===== src/rtl/soc_axi_mem_bridge.sv =====
// soc_axi_mem_bridge: AXI4 slave bursts onto one single-port synchronous RAM.
// Define SOC_AXI_MEM_WRAP_EN for WRAP addressing; otherwise WRAP acts as INCR.
module soc_axi_mem_bridge #(
  parameter int RAM_ADDR_W = 14
) (
  input  logic                  clk_i,
  input  logic                  rst_i,
  input  logic                  axi_awvalid_i,
  output logic                  axi_awready_o,
  input  logic [31:0]           axi_awaddr_i,
  input  logic [3:0]            axi_awid_i,
  input  logic [7:0]            axi_awlen_i,
  input  logic [1:0]            axi_awburst_i,
  input  logic                  axi_wvalid_i,
  output logic                  axi_wready_o,
  input  logic [31:0]           axi_wdata_i,
  input  logic [3:0]            axi_wstrb_i,
  input  logic                  axi_wlast_i,
  output logic                  axi_bvalid_o,
  input  logic                  axi_bready_i,
  output logic [1:0]            axi_bresp_o,
  output logic [3:0]            axi_bid_o,
  input  logic                  axi_arvalid_i,
  output logic                  axi_arready_o,
  input  logic [31:0]           axi_araddr_i,
  input  logic [3:0]            axi_arid_i,
  input  logic [7:0]            axi_arlen_i,
  input  logic [1:0]            axi_arburst_i,
  output logic                  axi_rvalid_o,
  input  logic                  axi_rready_i,
  output logic [31:0]           axi_rdata_o,
  output logic [1:0]            axi_rresp_o,
  output logic [3:0]            axi_rid_o,
  output logic                  axi_rlast_o,
  output logic [RAM_ADDR_W-1:0] ram_addr_o,
  output logic [3:0]            ram_wr_o,
  output logic                  ram_rd_o,
  output logic [31:0]           ram_wdata_o,
  input  logic [31:0]           ram_rdata_i
);

  typedef enum logic [1:0] {IDLE, WRITE, WRESP, READ} state_t;

  state_t      state_q, state_d;
  logic [31:0] addr_q, addr_d, addr_nxt;
  logic [7:0]  cnt_q, cnt_d;
  logic [3:0]  id_q;
  logic [1:0]  burst_q;
  logic        last_wr_q;
  logic        done_q, done_d;
  logic        infl_q, infl_last_q;
  logic [31:0] fdata_q [2];
  logic [3:0]  fid_q [2];
  logic [1:0]  flast_q;
  logic        wp_q, rp_q;
  logic [1:0]  fcnt_q;
  logic        grant_w, grant_r, issue, pop;
  logic [2:0]  occ;
  logic        unused_wlast;

  assign unused_wlast = axi_wlast_i;

`ifdef SOC_AXI_MEM_WRAP_EN
  logic [7:0]  len_q;
  logic [31:0] wmask;
  assign wmask = {22'd0, len_q, 2'b11};
`endif

  always_comb begin
    addr_nxt = addr_q + 32'd4;
    if (burst_q == 2'b00)
      addr_nxt = addr_q;
`ifdef SOC_AXI_MEM_WRAP_EN
    else if (burst_q == 2'b10)
      addr_nxt = (addr_q & ~wmask)
               | ((addr_q + 32'd4) & wmask);
`endif
  end

  assign grant_w = (state_q == IDLE) && axi_awvalid_i
                && (!axi_arvalid_i || !last_wr_q);
  assign grant_r = (state_q == IDLE) && axi_arvalid_i
                && !grant_w;

  // Issue only while buffered + in-flight beats leave room in the FIFO.
  assign pop   = (fcnt_q != 2'd0) && axi_rready_i;
  assign occ   = {1'b0, fcnt_q} + {2'b00, infl_q}
               - {2'b00, pop};
  assign issue = (state_q == READ) && !done_q && (occ < 3'd2);

  always_comb begin
    state_d       = state_q;
    addr_d        = addr_q;
    cnt_d         = cnt_q;
    done_d        = done_q;
    axi_awready_o = grant_w;
    axi_arready_o = grant_r;
    axi_wready_o  = 1'b0;
    axi_bvalid_o  = 1'b0;
    ram_wr_o      = 4'd0;
    ram_rd_o      = issue;
    ram_wdata_o   = 32'd0;
    unique case (state_q)
      IDLE: begin
        if (grant_w) begin
          state_d = WRITE;
          addr_d  = axi_awaddr_i;
          cnt_d   = axi_awlen_i;
        end else if (grant_r) begin
          state_d = READ;
          addr_d  = axi_araddr_i;
          cnt_d   = axi_arlen_i;
          done_d  = 1'b0;
        end
      end
      WRITE: begin
        axi_wready_o = 1'b1;
        if (axi_wvalid_i) begin
          ram_wr_o    = axi_wstrb_i;
          ram_wdata_o = axi_wdata_i;
          addr_d      = addr_nxt;
          cnt_d       = cnt_q - 8'd1;
          if (cnt_q == 8'd0)
            state_d = WRESP;
        end
      end
      WRESP: begin
        axi_bvalid_o = 1'b1;
        if (axi_bready_i)
          state_d = IDLE;
      end
      READ: begin
        if (issue) begin
          addr_d = addr_nxt;
          cnt_d  = cnt_q - 8'd1;
          if (cnt_q == 8'd0)
            done_d = 1'b1;
        end
        if (done_q && fcnt_q == 2'd0 && !infl_q)
          state_d = IDLE;
      end
    endcase
  end

  assign ram_addr_o   = addr_q[RAM_ADDR_W+1:2];
  assign axi_bresp_o  = 2'b00;
  assign axi_rresp_o  = 2'b00;
  assign axi_bid_o    = (state_q == WRESP) ? id_q : 4'd0;
  assign axi_rvalid_o = (fcnt_q != 2'd0);
  assign axi_rdata_o  = axi_rvalid_o ? fdata_q[rp_q] : 32'd0;
  assign axi_rid_o    = axi_rvalid_o ? fid_q[rp_q] : 4'd0;
  assign axi_rlast_o  = axi_rvalid_o && flast_q[rp_q];

  always_ff @(posedge clk_i) begin
    if (!rst_i) begin
      state_q     <= IDLE;
      addr_q      <= 32'd0;
      cnt_q       <= 8'd0;
      id_q        <= 4'd0;
      burst_q     <= 2'b00;
      last_wr_q   <= 1'b0;
      done_q      <= 1'b0;
      infl_q      <= 1'b0;
      infl_last_q <= 1'b0;
      fdata_q[0]  <= 32'd0;
      fdata_q[1]  <= 32'd0;
      fid_q[0]    <= 4'd0;
      fid_q[1]    <= 4'd0;
      flast_q     <= 2'b00;
      wp_q        <= 1'b0;
      rp_q        <= 1'b0;
      fcnt_q      <= 2'd0;
`ifdef SOC_AXI_MEM_WRAP_EN
      len_q       <= 8'd0;
`endif
    end else begin
      state_q <= state_d;
      addr_q  <= addr_d;
      cnt_q   <= cnt_d;
      done_q  <= done_d;
      if (grant_w || grant_r) begin
        id_q      <= grant_w ? axi_awid_i : axi_arid_i;
        burst_q   <= grant_w ? axi_awburst_i : axi_arburst_i;
        last_wr_q <= grant_w;
`ifdef SOC_AXI_MEM_WRAP_EN
        len_q     <= grant_w ? axi_awlen_i : axi_arlen_i;
`endif
      end
      infl_q      <= issue;
      infl_last_q <= (cnt_q == 8'd0);
      if (infl_q) begin
        fdata_q[wp_q] <= ram_rdata_i;
        fid_q[wp_q]   <= id_q;
        flast_q[wp_q] <= infl_last_q;
        wp_q          <= ~wp_q;
      end
      if (pop)
        rp_q <= ~rp_q;
      fcnt_q <= fcnt_q + {1'b0, infl_q} - {1'b0, pop};
    end
  end

endmodule


===== config.mk =====
export PLATFORM = sky130hd
export DESIGN_NAME = soc_axi_mem_bridge
export DESIGN_NICKNAME = d
export VERILOG_FILES = /design/src/rtl/soc_axi_mem_bridge.sv
export SDC_FILE = /design/constraint.sdc
export NUM_CORES = 1
export LEC_CHECK = 0
export ABC_CLOCK_PERIOD_IN_PS = 7200
export CORE_UTILIZATION = 45
export CTS_BUF_LIST = sky130_fd_sc_hd__clkbuf_16
export DETAILED_ROUTE_END_ITERATION = 10
export PLACE_DENSITY_LB_ADDON = 0.05
export RECOVER_POWER = 25
export SETUP_SLACK_MARGIN = 0.15
export SYNTH_ARGS = -nofsm -noshare
export SYNTH_HDL_FRONTEND = slang
export SYNTH_SLANG_ARGS = --single-unit

===== constraint.sdc =====
create_clock -name clk_i -period 7.2 [get_ports clk_i]
set_clock_uncertainty 0.05 [all_clocks]
set_input_delay 1.08 -clock clk_i [delete_from_list [all_inputs] [get_ports clk_i]]
set_output_delay 1.08 -clock clk_i [all_outputs]
set_load 0.005 [all_outputs]

Word level (Yosys, flattened, before mapping)

Memory sizes are Yosys's and may differ from the RTL's. A register that Yosys moved wholly into a read port is not among the register bits.
Index checks and enable logic that the tools add are counted.

Input bits: 168
Memory bits (writable): 72
Memories: 2
Logic and storage cells: 122
Register bits: 58

Reductions and logical operators: 30
Eq/ne operators: 12
Add/sub/neg operators: 6
$lt $le $gt $ge: 4
Bitwise operators: 2
Muxes and demuxes: 53

Memory list:

| memory  | depth | width | rd ports | clocked after Yosys merged registers in | write ports | line | source |
|---|---|---|---|---|---|---|---|
| fdata_q | 2     | 32    | 1        | 1                                       | 2           | 52   | `logic [31:0] fdata_q [2];` |
| fid_q   | 2     | 4     | 1        | 1                                       | 2           | 53   | `logic [3:0] fid_q [2];` |

Operators with widths:

| kind                                                                          | number |
|---|---|
| 32-bit two-way mux                                                            | 9 |
| 32-bit case mux with 3 select lines                                           | 1 |
| 32-bit by 3-bit adder with 32-bit output (second input constant)              | 1 |
| 8-bit two-way mux                                                             | 4 |
| 32-bit OR reduction                                                           | 1 |
| 4-bit two-way mux                                                             | 6 |
| 8-bit case mux with 3 select lines                                            | 1 |
| 1-bit two-way mux                                                             | 21 |
| 2-bit two-way mux                                                             | 7 |
| 2-bit != test (second input constant)                                         | 6 |
| 1-bit logical AND                                                             | 11 |
| 5-bit AND reduction                                                           | 2 |
| 8-bit zero test                                                               | 1 |
| 2-bit case mux with 4 select lines                                            | 1 |
| 8-bit by 1-bit subtractor with 8-bit output (second input constant)           | 1 |
| 2-bit zero test                                                               | 3 |
| 1-bit zero test                                                               | 5 |
| 2-bit equality test (second input constant)                                   | 2 |
| 1-bit by 2-bit less-than comparator with 1-bit output (second input constant) | 2 |
| 2-bit by 1-bit != test with 1-bit output (second input constant)              | 2 |
| 4-bit AND reduction                                                           | 1 |
| 2-bit nonzero test                                                            | 2 |
| 4-bit OR reduction                                                            | 1 |
| 2-bit by 1-bit adder with 3-bit output                                        | 1 |
| 13 further kinds                                                              | 15 |

Depth between registers and ports, before layout

Depth after elaboration: 8
Gate-level depth with buffers: 13
Gate-level depth less buffers: 12

Worst setup path after synthesis

No wires, ideal clock.

Path kind: input -> output
From: input port axi_rready_i
To: output port ram_rd_o
Stages on the path: 7
Setup slack: 3.446 ns
Arrival time: 2.624 ns
Path buffers: 0
Required time: 6.070 ns
Cell sequence: and2_1 > ha_1 > inv_1 > ha_1 > fa_1 > nand4bb_1 > nor2_1

Longest elaborated chain between the ends: 4

Ends and longest elaborated chain:

| element                                               | line | source |
|---|---|---|
| start, declared                                       | 30   | `input logic axi_rready_i,` |
| 1-bit logical AND                                     | 86   | `assign pop = (fcnt_q != 2'd0) && axi_rready_i;` |
| 3-bit by 1-bit subtractor with 3-bit output           | 88   | `- {2'b00, pop};` |
| net occ[1]                                            | 58   | `logic [2:0] occ;` |
| 3-bit by 2-bit less-than comparator with 1-bit output | 89   | `assign issue = (state_q == READ) && !done_q && (occ < 3'd2);` |
| 1-bit logical AND                                     | 89   |  |
| end, declared                                         | 37   | `output logic ram_rd_o,` |

The timed path passes the listed nets, and every way through them passes these cells.

Final worst setup path

From: register fcnt_q[1]
To: output port ram_rd_o

Longest elaborated chain between the ends: 5

Ends and longest elaborated chain:

| element                                               | line | source |
|---|---|---|
| start, declared                                       | 56   | `logic [1:0] fcnt_q;` |
| start signal, assigned                                | 199  | `fcnt_q <= fcnt_q + {1'b0, infl_q} - {1'b0, pop};` |
| 2-bit nonzero test                                    | 86   |  |
| 1-bit logical AND                                     | 86   |  |
| net pop                                               | 57   | `logic grant_w, grant_r, issue, pop;` |
| 3-bit by 1-bit subtractor with 3-bit output           | 88   |  |
| net occ[1]                                            | 58   |  |
| 3-bit by 2-bit less-than comparator with 1-bit output | 89   |  |
| 1-bit logical AND                                     | 89   |  |

The timed path passes the listed nets, and every way through them passes these cells.

==> out/qor_table.md <==
| Result | Reported | Unit |
| --- | --- | --- |
| Ranking of synthesized cells by instance count | and2_1 (80), edfxtp_1 (72), nor2_1 (61) | - |
| Area share of the largest cell type after synthesis | 0.363 | - |
| Cells along the critical path | nor2_4 -> inv_1 -> and2_0 -> ha_1 -> inv_1 -> ha_1 -> fa_1 -> nand4bb_1 -> nor2_1 -> clkdlybuf4s50_1 | - |
| Critical Path Sink Type | primary output | - |
| IR Drop Worst-Case VDD | 0.159 | mV |
| Maximum capacitance violations | 0 | - |
| DPL Wire Length | 11.1 | mm |
| Signal arrival time at the worst endpoint | 4020 | ps |
| Portion of the clock cycle consumed by the worst path in the final layout | 0.715 | - |
| Number of instances in the synthesized netlist | 596 | - |
| Count of filler cells inserted in the layout | 953 | - |
| Library cell with the largest summed area after synthesis | edfxtp_1 | - |
| Synthesized cell area | 5960 | um2 |
| Category of the critical setup timing path | flop to primary output | - |
| Area of combinational cells with multiple inputs | 2760 | um2 |
| Area grow syn2layout | 50.1 | % |
| Clock tree from TritonCTS | yes | - |
| Leakage | 3.34 | nW |
| Crit start category | flop | - |
| Count of unique library cells instantiated by Yosys | 52 | - |
| Yosys warning total | 0 | - |
| NumNets Final | 982 | - |
| Xor-xnor portion of the synthesized cell area | 0.00294 | - |
| Routed len/inst | 16.2 | um |
| Count of state elements after synthesis | 113 | - |
| Sequential cell area | 2980 | um2 |
| Largest cells by area after synthesis | edfxtp_1 (36%), dfxtp_1 (14%), and2_1 (8.4%), mux2i_1 (7.7%), and3_1 (4.6%) | - |
| Data required time at the worst endpoint | 6070 | ps |
| Vias | 5321 | - |
| Final hold vios | 0 | - |
| Actual slew at the worst max-slew pin | 1490 | ps |
| Avg Vias per Cell | 5.36 | - |
| Vert. Die Dim | 117 | um |
| I/O pin count | 269 | - |
| Final Hold Slack | 425 | ps |
| Power Dens Cells | 288 | nW/um2 |
| CTS clk-pin slew, worst paths | 50 | ps |
| TritonCTS Buffers | 17 | - |
| Via count of the first global-routing pass | 4997 | - |
| Floorplan die area | 13700 | um2 |
| Area of the placeable core | 12800 | um2 |
| Number of detailed-route iterations in the first pass | 4 | - |
| Compound-cell area share of the yosys netlist | 0.0991 | - |
| Clock H-tree levels | 4 | - |
| Number of clock sinks seen by CTS | 113 | - |
| Post-route ant nets | 0 | - |
| Fraction of the mapped netlist area in simple logic gates | 0.241 | - |
| Routability congestion estimate | 0.847 | - |
| Post-CTS setup buffers | 0 | - |
| Setup slack on the worst flop-to-flop path | 2730 | ps |
| Combinational family with the most area after synthesis | simple AND/OR/NAND/NOR gates | - |
| Most used flip-flop cell after synthesis | edfxtp_1 | - |
| Cell with the most instances after synthesis | and2_1 | - |
| Slew Limit Headroom | 0.00893 | - |
| Minimum clock period | 5150 | ps |
| Number of DRC violations after detailed-routing iteration 0 | 325 | - |
| Unrepaired setup endpoints after global routing | no | - |
| Number of endpoints failing setup at the final stage | 0 | - |
| Worst-Skew Late Latency | 400 | ps |
| Share of layout cells above drive strength 1 | 0.0694 | - |
| Max Transition Viols Final | 0 | - |
| Initial antenna violation count | 0 | - |
| Post-CTS Resized | 0 | - |
| CP peak stage delay | 740 | ps |
| Accumulated negative setup slack | 0 | ps |
| Number of buffers inserted for hold repair after clock tree synthesis | 0 | - |
| Post-Synth Adder-Cell Area | 0.0139 | - |
| Final global-route overflow total | 0 | - |
| Die Wd | 117 | um |
| Pin count of the biggest net entering global routing | 39 | - |
| Ys async rst share | 0 | - |
| Overall global routing resource usage | 0.233 | - |
| Clock Path Buffers | 2 | - |
| Site row count | 41 | - |
| Syn Area/Cell | 10.0 | um2 |
| Post-synthesis sequential area ratio | 0.500 | - |
| Starting Density | 0.467 | - |
| Worst Hold Class | flop to flop | - |
| Count of inserted antenna diode cells | 0 | - |
| Global-route wire length before repair | 24.2 | mm |
| Root cell of the clock tree | clkbuf_16 | - |
| Mux share of post-synthesis cell area | 0.102 | - |
| Highest net fanout along the worst path | 38 | - |
| Worst-path cell with the longest stage delay | nor2_4 | - |
| Total DRC errors in the routed layout | 0 | - |
| Count of buffers inserted at the top-level ports | 227 | - |
| Max Clock Freq | 194 | MHz |
| Result of the run | completed | - |
| Total routed wirelength | 16.1 | mm |
| Post-synth EDFFs | 72 | - |
placed cells by master, fill, tap and decap left out, types with 11 or more instances in the layout:
cell type	count
edfxtp_1	72
mux2i_1	46
a21oi_1	11
nand3_1	15
and3_1	44
and2_0	29
o22ai_1	11
dlygate4sd3_1	12
inv_1	14
nand2_1	38
nor3_1	12
clkdlybuf4s50_1	215
mux2_2	13
clkbuf_16	17
and2_1	51
nor2_1	59
o21ai_0	20
dfxtp_1	40
flip-flops by register name (all words and copies together) (netlist names), named ones only:
| name | cells |
|---|---|
| id_q | 4 |
| cnt_q | 8 |
| fid_q | 8 |
| last_wr_q | 1 |
| infl_last_q | 1 |
| state_q | 2 |
| infl_q | 1 |
| burst_q | 2 |
| rp_q | 1 |
| flast_q | 2 |
| addr_q | 14 |
| fcnt_q | 2 |
| fdata_q | 64 |
| wp_q | 1 |
| done_q | 1 |
critical path: cells and delay by family (launching register included):
kind,cells,cell delay (ps)
buffers and inverters,3,780
DFF,1,350
and+or+nand+nor,4,1550
adders and majority gates,3,920
logic make-up (layout without fill, tap and decap cells):
family	count (synthesis)	in the layout
flops	113	113
buf+inv	58	280
fa+ha+maj	6	6
other cells	1	4
mux	59	59
simple gates	273	273
xor+xnor	2	2
compound gates	84	84
metal layers:
layer,up-vias,share of wire,GRT usage
met5,-,0,0
li1,2569,-,-
met4,0,0.011,0.0785
met2,197,0.51,0.407
met3,10,0.065,0.0654
met1,2545,0.41,0.277
cell type report:
class                   count  area share
multi-input cells         428       0.309
inverters                  15     0.00629
flip-flops and latches    113       0.334
repair buffers            233       0.258
well taps                 172      0.0241
clock buffers              17      0.0475
clock inverters            15      0.0217
stage by stage:
step / setup slack (ps) / util / cells / cell area (um2) / power [mW]
6_report: 2050 / 0.700 / 993 / 8950 / 2.58
5_1_grt: 1820 / 0.700 / 993 / 8950 / 2.71
4_1_cts: 1970 / 0.701 / 993 / 8950 / 2.60
3_5_place_dp: 2370 / 0.653 / 961 / 8340 / 1.73
3_3_place_gp: 2420 / 0.653 / 961 / 8340 / 1.70
2_1_floorplan: 3450 / - / 599 / 5970 / 1.33
path summary, 6_finish.rpt:
kind / from / end / cells past startpoint
worst max-delay path: fcnt_q[1] / ram_rd_o / 10
worst min-delay path: infl_last_q / flast_q[1] / 1
worst max register to register: fcnt_q[1] / addr_q[12] / 12
worst min register to register: infl_last_q / flast_q[1] / 1
report_power, final:
group	switching (mW)	total [mW]	leakage (nW)	internal (mW)
clock	0.293	0.868	0.292	0.575
sequential	0.115	0.891	1.08	0.776
combinational	0.393	0.821	1.96	0.428
total	0.801	2.58	3.34	1.78
Note: power is estimated with default switching activity, not from simulation.
